$ cat src/rtl/operand_sweep_gen.sv
// rtl/operand_sweep_gen.sv - sequential (a,b) operand sweep source on a valid/ready interface
module operand_sweep_gen #(
    parameter int WIDTH = 8,
    parameter int A_MAX = 7,
    parameter int B_MAX = 7,
    parameter int CNT_W = $clog2((A_MAX + 1) * (B_MAX + 1) + 1)
) (
    input  logic             clk,
    input  logic             reset,
    input  logic             start,
    input  logic             abort,
    output logic             out_valid,
    input  logic             out_ready,
    output logic [WIDTH-1:0] a,
    output logic [WIDTH-1:0] b,
    output logic [CNT_W-1:0] idx,
    output logic             last,
    output logic             busy,
    output logic             done
);

    localparam logic [1:0] IDLE    = 2'd0;
    localparam logic [1:0] RUN     = 2'd1;
    localparam logic [1:0] DONE_ST = 2'd2;

    localparam logic [WIDTH-1:0] A_LAST = WIDTH'(A_MAX);
    localparam logic [WIDTH-1:0] B_LAST = WIDTH'(B_MAX);

    logic [1:0] state;
    logic       pair_last;
    logic       xfer;

    assign pair_last = (a == A_LAST) && (b == B_LAST);
    assign xfer      = out_valid && out_ready;
    assign last      = out_valid && pair_last;
    assign busy      = (state != IDLE);
    // An abort landing on the DONE cycle swallows the pulse.
    assign done      = (state == DONE_ST) && !abort;

    // Sweep FSM and operand counters; a stalled pair is held untouched until accepted.
    always_ff @(posedge clk or posedge reset) begin
        if (reset) begin
            state     <= IDLE;
            a         <= '0;
            b         <= '0;
            idx       <= '0;
            out_valid <= 1'b0;
        end else begin
            case (state)
                IDLE: begin
                    if (start && !abort) begin
                        state     <= RUN;
                        a         <= '0;
                        b         <= '0;
                        idx       <= '0;
                        out_valid <= 1'b1;
                    end
                end
                RUN: begin
                    if (abort) begin
                        state     <= IDLE;
                        out_valid <= 1'b0;
                        a         <= '0;
                        b         <= '0;
                        idx       <= '0;
                    end else if (xfer) begin
                        if (pair_last) begin
                            // Final pair taken: counters keep their last values for inspection.
                            out_valid <= 1'b0;
                            state     <= DONE_ST;
                        end else begin
                            idx <= idx + CNT_W'(1);
                            if (b == B_LAST) begin
                                b <= '0;
                                a <= a + WIDTH'(1);
                            end else begin
                                b <= b + WIDTH'(1);
                            end
                        end
                    end
                end
                DONE_ST: begin
                    state <= IDLE;
                    if (abort) begin
                        a   <= '0;
                        b   <= '0;
                        idx <= '0;
                    end
                end
                default: begin
                    state     <= IDLE;
                    out_valid <= 1'b0;
                end
            endcase
        end
    end

endmodule

$ cat config.mk
export PLATFORM = sky130hd
export DESIGN_NAME = operand_sweep_gen
export DESIGN_NICKNAME = d
export VERILOG_FILES = /design/src/rtl/operand_sweep_gen.sv
export SDC_FILE = /design/constraint.sdc
export NUM_CORES = 1
export LEC_CHECK = 0
export ABC_AREA = 1
export ABC_CLOCK_PERIOD_IN_PS = 2020
export CORE_UTILIZATION = 49
export CTS_CLUSTER_DIAMETER = 60
export DETAILED_ROUTE_END_ITERATION = 10
export PLACE_DENSITY = 0.75
export SLEW_MARGIN = 20
export SYNTH_ARGS = -nofsm -noshare
export SYNTH_HDL_FRONTEND = slang
export SYNTH_SLANG_ARGS = --single-unit
$ cat constraint.sdc
create_clock -name clk -period 2.02 [get_ports clk]
set_clock_uncertainty 0.05 [all_clocks]
set_input_delay 0.505 -clock clk [delete_from_list [all_inputs] [get_ports clk]]
set_output_delay 0.505 -clock clk [all_outputs]
set_load 0.005 [all_outputs]
# Word-level counts from Yosys, hierarchy flattened
# Cells that the tools add are included.
word_totals:
  reg_bits: 26
  in_bits: 5
  out_inout_bits: 27
op_classes:
  addsub: 3
  n_eq_ne: 10
  n_mux: 28
  n_bitwise: 1
  reduce_logical: 13
op_table:
  columns: ["op", "count"]
  rows:
  - ["$mux 8", 10]
  - ["$pmux 8 s3", 2]
  - ["$mux 7", 5]
  - ["$pmux 7 s3", 1]
  - ["$add 8x1->8 const B", 2]
  - ["$eq 8x3->1 const B", 2]
  - ["$ne 3x3->1 const B", 4]
  - ["$mux 2", 4]
  - ["$add 7x1->7 const B", 1]
  - ["$reduce_and 6->1", 1]
  - ["$logic_and 1x1->1", 5]
  - ["$reduce_and 5->1", 1]
  - ["$mux 1", 4]
  - ["$ne 2x2->1 const B", 2]
  - ["$pmux 2 s2", 1]
  - ["$reduce_and 4->1", 1]
  - ["$pmux 1 s3", 1]
  - ["$reduce_and 3->1", 1]
  - ["$reduce_bool 3->1", 1]
  - ["$eq 2x1->1 const B", 1]
  - ["$eq 2x2->1 const B", 1]
  - ["$logic_not 2->1", 1]
  - ["$reduce_bool 2->1", 1]
  - ["$logic_not 1->1", 1]
  - ["$not 1->1", 1]

# Depth between registers and ports, before layout
# Gate-level depths: netlist of run 1.
depth:
  word_depth: 6
  depth_mapped: 9
  depth_no_buf: 9

# Worst setup path before layout of run 1
# No wires, ideal clock.
synth_path:
  path_type: "register -> output"
  from: "reg b[1]"
  to: "out last"
  arrival_ns: 1.145
  setup_slack_ns: 0.320
  stages_incl_launch_ff: 6
  path_buffers: 0
  cell_sequence: "dfrtp_1 > ha_1 > nand3_1 > nor2_4 > nand2_1 > nor2_1"
synth_between:
  elab_chain_len: 3
synth_rtl:
  columns: ["item", "line", "rtl"]
  rows:
  - ["start, declared", "15", "output logic [WIDTH-1:0] b,"]
  - ["start signal, assigned", "77", "b <= b + WIDTH'(1);"]
  - ["$eq 8x3->1", "33", "assign pair_last = (a == A_LAST) && (b == B_LAST);"]
  - ["$logic_and 1x1->1", "33", null]
  - ["$logic_and 1x1->1", "35", "assign last = out_valid && pair_last;"]
  - ["end, declared", "17", "output logic last,"]
# No other way between the ends.

# Worst setup path in the final report of run 1
layout_path:
  from: "reg a[1]"
  to: "out last"
layout_between:
  elab_chain_len: 3
layout_rtl:
  columns: ["item", "line", "rtl"]
  rows:
  - ["start, declared", "14", "output logic [WIDTH-1:0] a,"]
  - ["start signal, assigned", "75", "a <= a + WIDTH'(1);"]
  - ["$eq 8x3->1", "33", null]
  - ["$logic_and 1x1->1", "33", null]
  - ["$logic_and 1x1->1", "35", null]
# No other way between the ends.

==> results of run 1 <==
## state kept, by name, summed over array words and instances (netlist names)
| register | count |
|---|---|
| a | 8 |
| b | 8 |
| idx | 7 |
| out_valid | 1 |
| state | 2 |
## routing by layer
layer,wire (um),up-vias
li1,-,904
met1,1840,793
met2,2080,40
met3,137,6
met4,57,0
met5,0,-
## layout by cell type (no fill, tap or decap), types with 3 or more instances in the layout
cell,Yosys,final
o21ai_0,6,6
nand4_1,9,9
clkdlybuf4s50_1,0,29
nor2_1,25,23
dfrtp_1,26,25
nand3_2,2,4
nand2_1,79,78
buf_4,0,36
nand3_1,26,24
xor2_1,3,3
clkbuf_4,0,3
inv_1,27,27
o21ai_2,9,9
nor2_4,5,7
## power by group through the flow
| stage | Sequential (mW) | Clock [mW] | Combinational [mW] |
|---|---|---|---|
| floorplan | 0.687 | 0 | 0.499 |
| global placement | 0.668 | 0 | 0.943 |
| detailed placement | 0.672 | 0 | 0.960 |
| CTS | 0.657 | 0.382 | 1.00 |
| global route | 0.675 | 0.400 | 1.11 |
| finish | 0.663 | 0.374 | 1.01 |
## cell usage after synthesis
library cell	n
inv_2	1
buf_6	2
a31o_2	1
nand2_4	1
nor2_2	1
nor3_1	3
nor2_1	25
o211ai_1	1
dfrtp_1	26
nand3_2	2
buf_1	1
o21ai_1	2
buf_2	1
o21ai_2	9
or2_2	2
inv_1	27
nor2_4	5
ha_1	3
o21ai_0	6
xor2_1	3
nand3_1	26
nand2_1	79
clkbuf_1	1
o21bai_1	2
nand4_1	9
## final cells by class
type	count	share of cell area, %
clock inverter	1	1.25
multi-input combinational	180	39.4
clock buffer	3	0.934
tap	46	2.39
sequential	26	27.0
timing repair buffer	68	24.6
inverter	28	4.36
## kinds of logic (layout without fill, tap and decap cells)
group	count (synthesis)	after routing
AOI/OAI and AO/OA	21	21
xor gates and xnor gates	3	3
adders and majority gates	3	3
buffers and inverters	33	100
DFF	26	26
and+or+nand+nor	153	153
## timing repair
item                                    in CTS  in global routing
hold buffers                                 0                  0
endpoints found under the setup margin       3                  2
resized for setup                           11                  5
pin swaps                                    5                  3
hold endpoints to repair                     0                  0
setup buffers                                3                  1
## how the worst min path moves through the flow
stage / to / slack [ns]
2_1_floorplan: out_valid / 0.45
3_3_place_gp: out_valid / 0.46
3_5_place_dp: idx[6] / 0.47
4_1_cts: idx[4] / 0.46
5_1_grt: out_valid / 0.50
6_report: idx[4] / 0.46
## per-stage QoR
step / setup TNS (ns) / utilization [%]
2_1_floorplan: 0 / -
3_3_place_gp: -2.42 / 68.8
3_5_place_dp: -3.05 / 68.8
4_1_cts: -0.0193 / 71.7
5_1_grt: -0.0751 / 72.3
6_report: 0 / 72.3
## worst min-delay path, cell delays in order
cell and delay, ns:
clkdlybuf4s50_1 0.40, inv_1 0.05, buf_4 0.32
==> metrics, run 1 <==
reg2reg end=a[5]; Layout Nets=about 320; I/O pin cnt=32; buffers and inverters on the worst path=1; largest net degree at the start of global routing=27; # fillers=between 200 and 300; Slowest cell on crit path=dfrtp_1; clock power share=a little under a fifth; gr usage total=~24%; placed cells=about 340; Combinational Power Share=49.2%; met3 Track Usage GR=under 10%; synth top area cells=dfrtp_1 38%, nand2_1 17%, nand3_1 7.6%; GP Congestion=0.862; busiest layer in global routing=met2; Final Worst Setup Slack=0.0466 ns; Critical Path Max Stage Delay=0.39 ns; residual DRC count=0; max-cap viol count=0; fraction of layout cells with a size suffix above 1=23.9%; diodes inserted=0; register clock-pin slew on the reported worst setup and hold paths=between 0.15 and 0.2 ns; post-synthesis compound-gate area fraction=8.82%; RSZ-0062 raised after global routing=yes; reg2reg start=a[1]; first-pass GRT wire length=around 6700 um; Avg Cell Area, Syn=7.13 um2; Die Height=about 60 um; Leak=~1.2 nW; depth of the CTS H-tree=1; total design power=approximately 2 mW; Initial DRC Count=between 90 and 100; clock sink count=26; Levels on crit path=6; Worst Setup EP=last; Multi-input gate area=950 um2; Required @ worst endpoint=1.46 ns; routed vias=between 1.5k and 2k; Final Max Tran Viols=0; Crit Path Category=flip-flop to output pin; final hold viol count=0; CP Max Fanout=2; row cnt=21; Slew HR=a little under 80%; main combinational cell family by area after synthesis=simple AND/OR/NAND/NOR gates; Hold WS=around 0.46 ns; Syn Nets=between 200 and 250; clk buf depth=2; CTS tree=built; Worst Path Arrival=approximately 1.4 ns; CP top delay family=flip-flops; Synth Area in Adders=roughly 2.2%; post-place instance area=0.00230 mm2; vias in the first global route=about 1.5k; IO buf count=31; Post-Synth Simple-Gate Area=between 40% and 50%; fmax=between 500 and 600 MHz; largest area contributor in the netlist=dfrtp_1; full die area=about 0.0037 mm2; pwr dens=847 mW/mm2; final HPWL from detailed placement=2920 um; Psw=slightly below 0.8 mW; CP startpoint kind=flip-flop; Final min period=1.97 ns; GR Util met2=approximately two fifths; Post-Place Worst Slack=-0.281 ns; FF+latch area=around 650 um2; Post-Synthesis Cells=~240; core area=roughly 0.0033 mm2; synthesized area=approximately 0.0017 mm2; first-pass iteration count of the detailed router=4; R2R setup slack=approximately 0.26 ns; worst slew pin tran=between 0.3 and 0.4 ns; Die Wd=between 60 and 70 um; initial antenna violation count=0; post-route cell area=roughly 0.0024 mm2; critical path launch point=a[1]; final std cells w/o fill=~350; Hold Crit Class=input port to async pin; Max VDD drop=about 650 uV; Via density=between 4 and 5; status=finished clean; drt wl/cell=11.7 um; Routed WL=between 4000 and 5000 um; post-route clock period utilization=between 90 and 100%; synthesis warning total=0; R2R cell count=11; #FFs+latches synth=26; crit end category=output pin; Skew-Pair Late Insertion Delay=0.34 ns; CTS root buf=clkbuf_4; top cell type's share of synthesized area=between 30% and 40%; Cell Int Power=around 1.3 mW; Cell Chain, Critical Path=ha_2, nand3_2, nor2_4, nand2_2, nor2_1, buf_2; mux cell area share after synthesis=0%; Area Growth Syn to Fin=41.6%; Seq pwr share=about 32%; total CTS buffers=3; Setup-failing EPs final=0; post-route ant nets=0; total gr overflow=0; Seq/Total Area, Yosys=38.2%; initial core utilization=51.0%; Net Sw Frac=between 30% and 40%; global routing usage on met1=a little under a third; Yosys cell types=25; xor and xnor area share after synthesis=1.54%
(Power assumes the default switching activity.)
==> inputs of run 2 (changes only) <==
--- a/config.mk
+++ b/config.mk
@@ -6,7 +6,7 @@
 export NUM_CORES = 1
 export LEC_CHECK = 0
 export ABC_AREA = 1
-export ABC_CLOCK_PERIOD_IN_PS = 2020
+export ABC_CLOCK_PERIOD_IN_PS = 2000
 export CORE_UTILIZATION = 49
 export CTS_CLUSTER_DIAMETER = 60
 export DETAILED_ROUTE_END_ITERATION = 10
==> constraint.sdc (replaced) <==
create_clock -name clk -period 2 [get_ports clk]
set_clock_uncertainty 0.05 [all_clocks]
set_input_delay 0.5 -clock clk [delete_from_list [all_inputs] [get_ports clk]]
set_output_delay 0.5 -clock clk [all_outputs]
set_load 0.005 [all_outputs]
==> run 2 against run 1 <==
Global-route usage shrank 1.4 points. Clock power shrank 28%. Critical path depth did not move. Combinational power about the same. Cell count up 0.57%. Sequential cell count stayed put. Critical path type unchanged. Largest power group unchanged.
==> metrics, run 2 (synthesized netlist as in run 1, its figures left out) <==
Required @ worst endpoint=1.45 ns (about the same); crit end category=output pin; Max VDD drop=739 uV (+13%); Hold Crit Class=input port to async pin; initial core utilization=51.0% (unchanged); depth of the CTS H-tree=1 (unchanged); gr usage total=22.9% (-1.4 points); total design power=1.99 mW (-2.8%); final std cells w/o fill=354 (+0.57%); Final Worst Setup Slack=0.0449 ns (-0.00173 ns); R2R cell count=9 (-2); Skew-Pair Late Insertion Delay=0.32 ns (-0.02 ns); Die Height=61.0 um (unchanged); row cnt=21 (unchanged); final hold viol count=0 (unchanged); Setup-failing EPs final=0 (unchanged); GP Congestion=0.817 (-5.3%); Layout Nets=317 (+0.63%); R2R setup slack=0.30 ns (+0.04 ns); drt wl/cell=11.4 um (-2.4%); placed cells=348 (+1.2%); register clock-pin slew on the reported worst setup and hold paths=0.15 ns (about the same); Final min period=1.96 ns; largest registers=a: 8 flops, b: 8 flops, idx: 7 flops; Worst Setup EP=last; commonest cells after routing, fill and taps aside=78 x nand2_1, 37 x buf_4, 29 x clkdlybuf4s50_1; RSZ-0062 raised after global routing=yes; worst slew pin tran=0.346 ns (+0.000176 ns); reg2reg end=a[0]; CTS root buf=clkbuf_4; Die Wd=61.0 um (unchanged); full die area=0.00371 mm2 (unchanged); Final Max Tran Viols=0 (unchanged); final HPWL from detailed placement=2980 um (+2.2%); Initial DRC Count=113 (+22%); Leak=1.20 nW (+0.18%); fraction of layout cells with a size suffix above 1=24.4% (+0.49 points); largest net degree at the start of global routing=27 (unchanged); core area=0.00334 mm2 (unchanged); residual DRC count=0 (unchanged); max-cap viol count=0 (unchanged); I/O pin cnt=32 (unchanged); status=finished clean; Via density=5.02 (+1.4%); # fillers=273 (-7.1%); CP Max Fanout=2 (unchanged); critical path launch point=a[1]; clk buf depth=2 (unchanged); CP startpoint kind=flip-flop; final setup TNS=0 ns (unchanged); Worst Path Arrival=1.41 ns (about the same); first-pass iteration count of the detailed router=4 (unchanged); Crit Path Category=flip-flop to output pin; post-route ant nets=0 (unchanged); commonest non-fill, non-tap cell in the layout=nand2_1; initial antenna violation count=0 (unchanged); Post-Place Worst Slack=-0.242 ns (+0.0384 ns); Slew HR=77.0% (about the same); Area Growth Syn to Fin=42.3%; first-pass GRT wire length=6410 um (-4.4%); Routed WL=4030 um (-1.9%); routed vias=1778 (+2.0%); reg2reg start=state[1]; total CTS buffers=3 (unchanged); CTS tree=built; post-route clock period utilization=a little over nine tenths; pwr dens=820 mW/mm2 (-3.3%); IO buf count=31 (unchanged); Util after Layout=72.6% (+0.37 points); vias in the first global route=1521 (-0.98%); clock sink count=26 (unchanged); diodes inserted=0 (unchanged); total gr overflow=0 (unchanged); fmax=between 500 and 600 MHz
==> run 2: changes by cell type in the layout (fill, tap and decap cells not counted), sizes merged <==
| cell | delta |
|---|---|
| clkbuf | +1 |
| bufinv | -1 |
| buf | +2 |
==> run 2: worst min path at each step <==
stage | slack (ns) | to | cells after the start
3_3_place_gp | 0.46 | idx[0] | 1
5_1_grt | 0.52 | a[2] | 3
2_1_floorplan | 0.45 | out_valid | 2
3_5_place_dp | 0.48 | idx[6] | 2
6_report | 0.48 | out_valid | 3
4_1_cts | 0.50 | b[0] | 3
==> run 2: worst max-delay path, stage by stage (launching register included) <==
cell	delay, ns
dfrtp_1	0.38
ha_2	0.21
nand3_2	0.08
nor2_4	0.13
nand2_2	0.08
nor2_1	0.09
buf_2	0.11
==> run 2: area by class of cell <==
| type | count | area (um2) | area share (%) |
|---|---|---|---|
| Sequential cell | 26 | 652 | 26.9 |
| Multi-Input combinational cell | 180 | 960 | 39.6 |
| Clock buffer | 4 | 36.3 | 1.50 |
| Inverter | 28 | 105 | 4.34 |
| Timing Repair Buffer | 70 | 613 | 25.3 |
| Tap cell | 46 | 57.6 | 2.37 |
==> run 2: power by group <==
part | internal [mW] | switching, mW
registers | 0.602 | 0.0853
logic | 0.483 | 0.546
clock network | 0.111 | 0.160
==> run 2: what timing repair did <==
item,4_1_cts,5_1_grt
pin swaps,3,9
resized for setup,9,9
setup buffers,0,2
hold buffers,0,0
setup endpoints to repair,3,3
==> run 2: stage by stage <==
stage | area (um2) | hold slack [ns]
after floorplan | 1700 | 0.453
after global placement | 2330 | 0.461
after detailed placement | 2330 | 0.475
after CTS | 2380 | 0.498
after global routing | 2420 | 0.517
final | 2420 | 0.482
==> run 2: metal layers <==
layer	track usage [%]	share of wire, %
met5	0	0
met3	2.77	3.5
met2	38.1	50
met1	31.3	45
met4	6.49	0.89
